**src/rtl/enybul_app.sv**
```systemverilog
// Enemy-bullet engine: launches, steps and expires one bullet per enemy tank and scores hits on my tank.
// Optional macro ENYBUL_CANCEL_EN: when defined, a bullet meeting my bullet's cell is destroyed with no hit.
module enybul_app #(
  parameter int unsigned X_MAX      = 24,
  parameter int unsigned Y_MAX      = 20,
  parameter int unsigned COOL_TICKS = 2
) (
  input  logic       clk,
  input  logic       rst_n,
  input  logic       enable,
  input  logic       move_tick,
  input  logic       fire_req,
  input  logic       tank_state,
  input  logic [4:0] enytank_xpos,
  input  logic [4:0] enytank_ypos,
  input  logic [1:0] tank_dir,
  input  logic [4:0] mytank_xpos,
  input  logic [4:0] mytank_ypos,
  input  logic [4:0] mybul_x,
  input  logic [4:0] mybul_y,
  input  logic       reward_frozen,
  output logic       enybul_fb,
  output logic [4:0] enybul_x,
  output logic [4:0] enybul_y,
  output logic [1:0] enybul_dir,
  output logic       enybul_vis,
  output logic       hit_mytank,
  output logic [6:0] hit_cnt
);

  localparam int unsigned POS_W = 5;
  localparam int unsigned CNT_W = 4;

  localparam logic [1:0] DIR_UP    = 2'b00;
  localparam logic [1:0] DIR_DOWN  = 2'b01;
  localparam logic [1:0] DIR_LEFT  = 2'b10;
  localparam logic [1:0] DIR_RIGHT = 2'b11;

  typedef enum logic [1:0] {
    IDLE = 2'd0,
    FLY  = 2'd1,
    COOL = 2'd2
  } state_t;

  state_t             state;
  state_t             state_next;
  logic [CNT_W-1:0]   cool_cnt;
  logic [CNT_W-1:0]   cool_cnt_next;
  logic [POS_W-1:0]   x_next;
  logic [POS_W-1:0]   y_next;
  logic [1:0]         dir_next;
  logic               fb_next;
  logic               vis_next;
  logic               hit_next;
  logic [6:0]         hit_cnt_next;

  logic launch;
  logic step;
  logic at_mytank;
  logic at_mybul;
  logic at_edge;
  logic cool_done;

  assign launch    = fire_req && tank_state;
  assign step      = move_tick && !reward_frozen;
  assign at_mytank = (enybul_x == mytank_xpos) && (enybul_y == mytank_ypos);
  assign cool_done = move_tick && ((cool_cnt + CNT_W'(1)) == CNT_W'(COOL_TICKS));

`ifdef ENYBUL_CANCEL_EN
  assign at_mybul = (enybul_x == mybul_x) && (enybul_y == mybul_y);
`else
  logic unused_mybul;
  assign at_mybul    = 1'b0;
  assign unused_mybul = ^{mybul_x, mybul_y};
`endif

  // Edge of the playfield in the current travel direction
  always_comb begin
    at_edge = 1'b0;
    case (enybul_dir)
      DIR_UP:    at_edge = (enybul_y == POS_W'(0));
      DIR_DOWN:  at_edge = (enybul_y == POS_W'(Y_MAX));
      DIR_LEFT:  at_edge = (enybul_x == POS_W'(0));
      DIR_RIGHT: at_edge = (enybul_x == POS_W'(X_MAX));
      default:   at_edge = 1'b0;
    endcase
  end

  always_ff @(posedge clk) begin
    if (!rst_n) begin
      state <= IDLE;
    end else begin
      state <= state_next;
    end
  end

  always_comb begin
    state_next = state;
    if (!enable) begin
      state_next = IDLE;
    end else begin
      case (state)
        IDLE: if (launch) state_next = FLY;
        FLY: begin
          if (at_mytank || at_mybul || (step && at_edge)) state_next = COOL;
        end
        COOL: if (cool_done) state_next = IDLE;
        default: state_next = IDLE;
      endcase
    end
  end

  // Next values of the registered outputs and the cooldown counter
  always_comb begin
    x_next        = enybul_x;
    y_next        = enybul_y;
    dir_next      = enybul_dir;
    hit_next      = 1'b0;
    hit_cnt_next  = hit_cnt;
    cool_cnt_next = cool_cnt;
    if (!enable) begin
      hit_cnt_next  = 7'd0;
      cool_cnt_next = CNT_W'(0);
    end else begin
      case (state)
        IDLE: begin
          if (launch) begin
            x_next   = enytank_xpos;
            y_next   = enytank_ypos;
            dir_next = tank_dir;
          end
        end
        FLY: begin
          if (at_mytank) begin
            hit_next      = 1'b1;
            cool_cnt_next = CNT_W'(0);
            if (hit_cnt != 7'd127) hit_cnt_next = hit_cnt + 7'd1;
          end else if (at_mybul) begin
            cool_cnt_next = CNT_W'(0);
          end else if (step) begin
            if (at_edge) begin
              cool_cnt_next = CNT_W'(0);
            end else begin
              case (enybul_dir)
                DIR_UP:    y_next = enybul_y - POS_W'(1);
                DIR_DOWN:  y_next = enybul_y + POS_W'(1);
                DIR_LEFT:  x_next = enybul_x - POS_W'(1);
                default:   x_next = enybul_x + POS_W'(1);
              endcase
            end
          end
        end
        COOL: if (move_tick) cool_cnt_next = cool_cnt + CNT_W'(1);
        default: ;
      endcase
    end
    fb_next  = (state_next == FLY);
    vis_next = (state_next == FLY);
  end

  always_ff @(posedge clk) begin
    if (!rst_n) begin
      enybul_fb  <= 1'b0;
      enybul_vis <= 1'b0;
      enybul_x   <= POS_W'(0);
      enybul_y   <= POS_W'(0);
      enybul_dir <= 2'b00;
      hit_mytank <= 1'b0;
      hit_cnt    <= 7'd0;
      cool_cnt   <= CNT_W'(0);
    end else begin
      enybul_fb  <= fb_next;
      enybul_vis <= vis_next;
      enybul_x   <= x_next;
      enybul_y   <= y_next;
      enybul_dir <= dir_next;
      hit_mytank <= hit_next;
      hit_cnt    <= hit_cnt_next;
      cool_cnt   <= cool_cnt_next;
    end
  end

endmodule

```
**config.mk**
```make
export PLATFORM = sky130hd
export DESIGN_NAME = enybul_app
export DESIGN_NICKNAME = d
export VERILOG_FILES = /design/src/rtl/enybul_app.sv
export SDC_FILE = /design/constraint.sdc
export NUM_CORES = 1
export LEC_CHECK = 0
export ABC_AREA = 1
export ABC_CLOCK_PERIOD_IN_PS = 1800
export CORE_UTILIZATION = 25
export DETAILED_ROUTE_END_ITERATION = 6
export PLACE_DENSITY_LB_ADDON = 0.1
export SYNTH_ARGS = -nofsm -noshare
export SYNTH_HDL_FRONTEND = slang
export SYNTH_SLANG_ARGS = --single-unit
```
**constraint.sdc**
```tcl
create_clock -name clk -period 1.8 [get_ports clk]
set_clock_uncertainty 0.2 [all_clocks]
set_input_delay 0.27 -clock clk [delete_from_list [all_inputs] [get_ports clk]]
set_output_delay 0.27 -clock clk [all_outputs]
set_load 0.02 [all_outputs]
```
Word level (Yosys, flattened, before mapping) --
Index checks and enable logic that the tools add are counted. W data, S select, Z words.
Operators by class: add/sub/neg operators 6, equality and inequality tests 21, mux-type cells 24, reductions and logical operators 21
Operators by type and width (count):
- $mux W5 | 8
- $pmux W5 S2 | 4
- $mux W4 | 4
- $reduce_and A7 Y1 | 2
- $ne A2 B2 Y1 const B | 6
- $add A5 B1 Y5 const B | 2
- $eq A5 B5 Y1 | 2
- $eq A5 B5 Y1 const B | 2
- $logic_not A5 Y1 | 2
- $sub A5 B1 Y5 const B | 2
- $ne A3 B3 Y1 const B | 3
- $reduce_and A3 Y1 | 3
- $mux W2 | 4
- $pmux W4 S2 | 1
- $add A7 B1 Y7 const B | 1
- $ne A7 B7 Y1 const B | 1
- $eq A2 B1 Y1 const B | 3
- $eq A2 B2 Y1 const B | 3
- $pmux W2 S3 | 1
- $logic_and A1 B1 Y1 | 5
- $add A4 B1 Y4 const B | 1
- $eq A4 B2 Y1 const B | 1
- $logic_not A2 Y1 | 2
- $pmux W1 S4 | 1
- other kinds (7) | 8
Storage, ports and cells: register bits 27, output and inout port bits 22, word-level logic and storage cells 80

Longest topological paths before layout --
depth after elaboration 8, depth in mapped cells 12, gate-level depth less buffers 12

Worst setup path after synthesis --
OpenSTA, ideal clock, no wires.
path kind flip-flop to flip-flop, start reg enybul_dir[0], end reg enybul_y[4], arrival 1.675 ns, path slack -0.190 ns, stages on the path, launching flop included 10, path buffers 0, clock period less this slack 1.990 ns, cells stage by stage dfxtp_1 nand2_1 fa_1 nand2_1 a21oi_1 nor2_1 xor2_1 o21ai_0 nor2_1 nor2_1
On the way: longest elaborated chain between the ends 6, elaborated cells on any way between the ends 13, those cells by class 5 x eq/ne; 6 x mux; 2 x reduce/logical
Ends and longest elaborated chain:
- start, declared | RTL line 25 | output logic [1:0] enybul_dir,
- start signal, assigned | RTL line 176 | enybul_dir <= dir_next;
- $eq A2 B1 Y1 / $logic_not A2 Y1 (equally long branches) | RTL line 80, 144
- $pmux W5 S2 | RTL line 144 | case (enybul_dir)
- $mux W5 | RTL line 141 | if (at_edge) begin
- $mux W5 | RTL line 140 | end else if (step) begin
- $mux W5 | RTL line 134 | if (at_mytank) begin
- $pmux W5 S2 | RTL line 125 | case (state)
- end signal, assigned | RTL line 175 | enybul_y <= y_next;
- end, declared | RTL line 24 | output logic [4:0] enybul_y,
Several ways; a longest one is shown, not always the timed one. The select of a mux whose other input is x is not followed. A chain may end at the register's enable or synchronous reset.

Worst setup path after layout --
start in mytank_ypos[3], end reg hit_cnt[5]
On the way: longest elaborated chain between the ends 3
Ends and longest elaborated chain:
- start, declared | RTL line 18 | input logic [4:0] mytank_ypos,
- $eq A5 B5 Y1 | RTL line 66 | assign at_mytank = (enybul_x == mytank_xpos) && (enybul_y == mytank_ypos);
- $logic_and A1 B1 Y1 | RTL line 66
- $reduce_and A3 Y1 (no source line)
- end signal, assigned | RTL line 178 | hit_cnt <= hit_cnt_next;
- end, declared | RTL line 28 | output logic [6:0] hit_cnt
Every way passes these cells.

==> PnR_summary.wiki <==
{| class="wikitable"
! Metric !! Value
|-
| Run status || finished clean
|-
| Arrival time at the worst endpoint || 1800 ps
|-
| Number of cells traversed by the worst hold path || 2
|-
| Count of cells along the worst register-to-register path || 10
|-
| Clock Latency Late Sink || 280 ps
|-
| Worst hold path type || flop to flop
|-
| Biggest area contributors in the synthesized netlist || sky130_fd_sc_hd__dfxtp_1 28%, sky130_fd_sc_hd__nand2_1 18%, sky130_fd_sc_hd__nor2_1 7.4%
|-
| 1st-iter DRT viols || 35
|-
| Starting density of the core || 26.15%
|-
| Worst Hold Slack || 314.6 ps
|-
| Via count of the first global-routing pass || 1898
|-
| Maximum number of pins on one net before global-route repair || 18
|-
| Multi-input logic area || 1396 um^2
|-
| Mean cell area of the mapped netlist || 6.432 um^2
|-
| Post-synthesis cell area || 1917 um^2
|-
| Post-synth top area share || 28.20%
|-
| Tmin final || 1775 ps
|-
| Final global-route overflow total || 0
|-
| Source of the worst hold timing path || hit_cnt[4]$_SDFFE_PN0P_
|-
| Startpoint of the worst register-to-register path || enybul_dir[1]$_SDFFE_PN0P_
|-
| Number of failing setup endpoints in the final timing report || 0
|-
| Final period utilization || 98.59%
|-
| Top-count cell post-synth || sky130_fd_sc_hd__nand2_1
|-
| Endpoint of the worst-slack reg-to-reg timing path || enybul_y[4]$_SDFFE_PN0P_
|-
| RSZ-0062 raised after global routing || true
|-
| Total power of the final layout || 1.503 mW
|-
| Number of vias in the routed layout || 2088
|-
| Die outline width || 89.57 um
|-
| Total wire length || 5448 um
|-
| Drt drc || 0
|-
| Worst-Margin Slew || 256.6 ps
|-
| Flop-to-flop setup slack || 30 ps
|-
| Leakage power of the design || 1.488 nW
|-
| Buffers on Ports || 50
|-
| Global-route wire length before repair || 8576 um
|-
| Finished layout cell area || 3127 um^2
|-
| List of most frequent post-synthesis cells || 93 x sky130_fd_sc_hd__nand2_1, 38 x sky130_fd_sc_hd__nor2_1, 33 x sky130_fd_sc_hd__inv_1
|-
| Reg clk slew, reported paths || 110 ps
|-
| CTS sink count || 27
|-
| Count of boundary I/O pins || 61
|-
| Required time worst endpoint || 1830 ps
|-
| FILL cells || 784
|-
| Mean number of vias per cell || 4.253
|-
| Final worst-path setup slack || 25.36 ps
|-
| End point of the worst hold path || hit_cnt[4]$_SDFFE_PN0P_
|-
| TritonCTS Buffers || 3
|-
| Detailed Place HPWL || 3952 um
|-
| Critical path origin || mytank_ypos[3]
|-
| Final net count || 443
|-
| Fraction of layout cells with a size suffix above 1 || 26.28%
|-
| Sequence of cells on the critical path || clkdlybuf4s50_1, xnor2_1, nand3_1, nor2_4, nand3_4, a21oi_4, nand2_1, a21oi_2
|-
| Path type of the worst setup path || input pin to flop
|-
| Sequential area share after synthesis || 28.20%
|-
| Relative slew margins || 82.85%
|-
| Cell area power density || 480.7 nW/um^2
|-
| Max_cap viols || 0
|-
| Placed instance area || 2781 um^2
|-
| Worst Path Buf+Inv || 1
|-
| CTS H-tree lvls || 1
|-
| Startpoint type of the worst setup path || input pin
|-
| Maximum fanout along the worst path || 7
|-
| Initial antenna violation count || 0
|-
| Die extent in y || 89.57 um
|-
| F_max || 563.5 MHz
|-
| Core Box Area || 7331 um^2
|-
| CP peak stage delay || 480 ps
|-
| Die Area || 8022 um^2
|-
| Final Hold Fails || 0
|-
| TritonCTS clock tree || done
|-
| Setup TNS Final || 0 ps
|-
| Area occupied by registers || 568.0 um^2
|-
| Count of mapped cells out of synthesis || 298
|-
| Kind of cell with the highest combined delay on the critical path || simple AND/OR/NAND/NOR gates
|-
| EDFF count, synth || 0
|-
| Library cell with the largest summed area after synthesis || sky130_fd_sc_hd__dfxtp_1
|-
| Category of the worst setup path capture point || flop
|-
| Drt first pass iters || 4
|-
| Number of rows in the core area || 31
|-
| Async set-reset flop share out of synthesis || 0%
|-
| Placed instance count || 476
|-
| Overall track demand over capacity in global routing || 13.77%
|-
| Library cell contributing the largest single delay on the critical path || sky130_fd_sc_hd__clkdlybuf4s50_1
|-
| Final routed wire length divided by cell count || 11.10 um
|-
| Final standard cell utilization of the core || 42.65%
|-
| Area grow syn2layout || 63.12%
|-
| Syn nets || 348
|-
| Peak VDD IR || 0.3762 mV
|-
| Number of storage elements in the synthesis netlist || 27
|-
| Most instantiated flip-flop cell in the synthesis netlist || sky130_fd_sc_hd__dfxtp_1
|-
| Antenna Cells || 0
|-
| Non-filler cells, final || 491
|-
| Yosys synthesis warning count || 0
|-
| Placer congestion estimate || 0.7967
|-
| Dpl ws || -339.1 ps
|-
| Final number of max-transition violations || 0
|-
| Hold buffer count at cts || 0
|-
| Clock Root Buffer || sky130_fd_sc_hd__clkbuf_8
|-
| Number of routed nets with antenna violations || 0
|-
| Count of distinct cell types in the synthesized netlist || 29
|-
| Largest buffer count on any clock path || 2
|}
## final cells by class
class                           count  area share (%)
Multi-Input combinational cell    230           44.66
Timing Repair Buffer               93           26.69
Sequential cell                    27           18.17
Inverter                           38           5.002
Tap cell                           99           3.962
Clock buffer                        3           1.321
Clock inverter                      1          0.2001
## worst reg2reg max path, cell delays in order, from the launching register on
cell and delay [ps]:
sky130_fd_sc_hd__dfxtp_4 380, sky130_fd_sc_hd__inv_4 60, sky130_fd_sc_hd__nand2_4 60, sky130_fd_sc_hd__fa_2 350
sky130_fd_sc_hd__nand2_1 70, sky130_fd_sc_hd__a21oi_1 60, sky130_fd_sc_hd__nor2_1 120, sky130_fd_sc_hd__xor2_1 180
sky130_fd_sc_hd__o21ai_1 70, sky130_fd_sc_hd__nor2_1 80, sky130_fd_sc_hd__nor2_1 50
## sequential cells by signal, summed over array words and instances (netlist names)
signal / cells
enybul_y: 5
state: 2
cool_cnt: 4
hit_mytank: 1
enybul_x: 5
enybul_dir: 2
hit_cnt: 7
enybul_vis: 1
## power breakdown
part           total, mW  leakage [nW]  switching (mW)  internal, mW
logic              0.481          1.24           0.238         0.243
clock network      0.373        0.0260           0.214         0.159
registers          0.649         0.225          0.0316         0.618
total               1.50          1.49           0.484          1.02
## layer usage
layer | vias to the layer above | share of wire (%) | track usage [%]
met3 | 2 | 3.6 | 2.308
met1 | 914 | 52 | 18.74
li1 | 1130 | - | -
met4 | 0 | 0.46 | 2.165
met5 | - | 0 | 0
met2 | 42 | 44 | 23.14
## placed cells by master, fill, tap and decap left out, drive strengths merged
cell,n
o21bai,1
nor3b,1
xnor2,9
clkinvlp,1
dfxtp,27
nand4,4
nor2,39
fa,2
or2,2
dlygate4sd2,19
dlymetal6s2s,3
nand3,19
buf,43
inv,38
nand2,95
a31oi,1
nor3,3
clkdlybuf4s50,28
clkbuf,3
a21oi,23
ha,9
o21ai,16
xor2,6
## kinds of logic after synthesis
kind of cell             after synthesis  synth area share [%]
adder cells (fa/ha/maj)               11                 7.964
AND/OR/NAND/NOR                      161                 36.16
AO/OA/AOI/OAI                         41                 12.08
flip-flops                            27                 28.20
buffers and inverters                 43                 8.747
XOR/XNOR                              15                 6.854
## how the worst max path moves through the flow
stage,depth (start not counted),endpoint,slack (ps)
detailed placement,9,enybul_x[2]$_SDFFE_PN0P_,-340
global placement,9,enybul_y[0]$_SDFFE_PN0P_,-340
global route,10,hit_cnt[5]$_SDFFE_PN0P_,-100
CTS,10,enybul_y[1]$_SDFFE_PN0P_,-60
finish,8,hit_cnt[5]$_SDFFE_PN0P_,30
floorplan,10,enybul_y[4]$_SDFFE_PN0P_,-20
## what timing repair did
action	4_1_cts	5_1_grt
cloned	0	2
gates resized for setup	37	43
endpoints found under the setup margin	34	26
pin swaps	13	23
buffers inserted	3	7
Power figures use the tool's default switching activity.
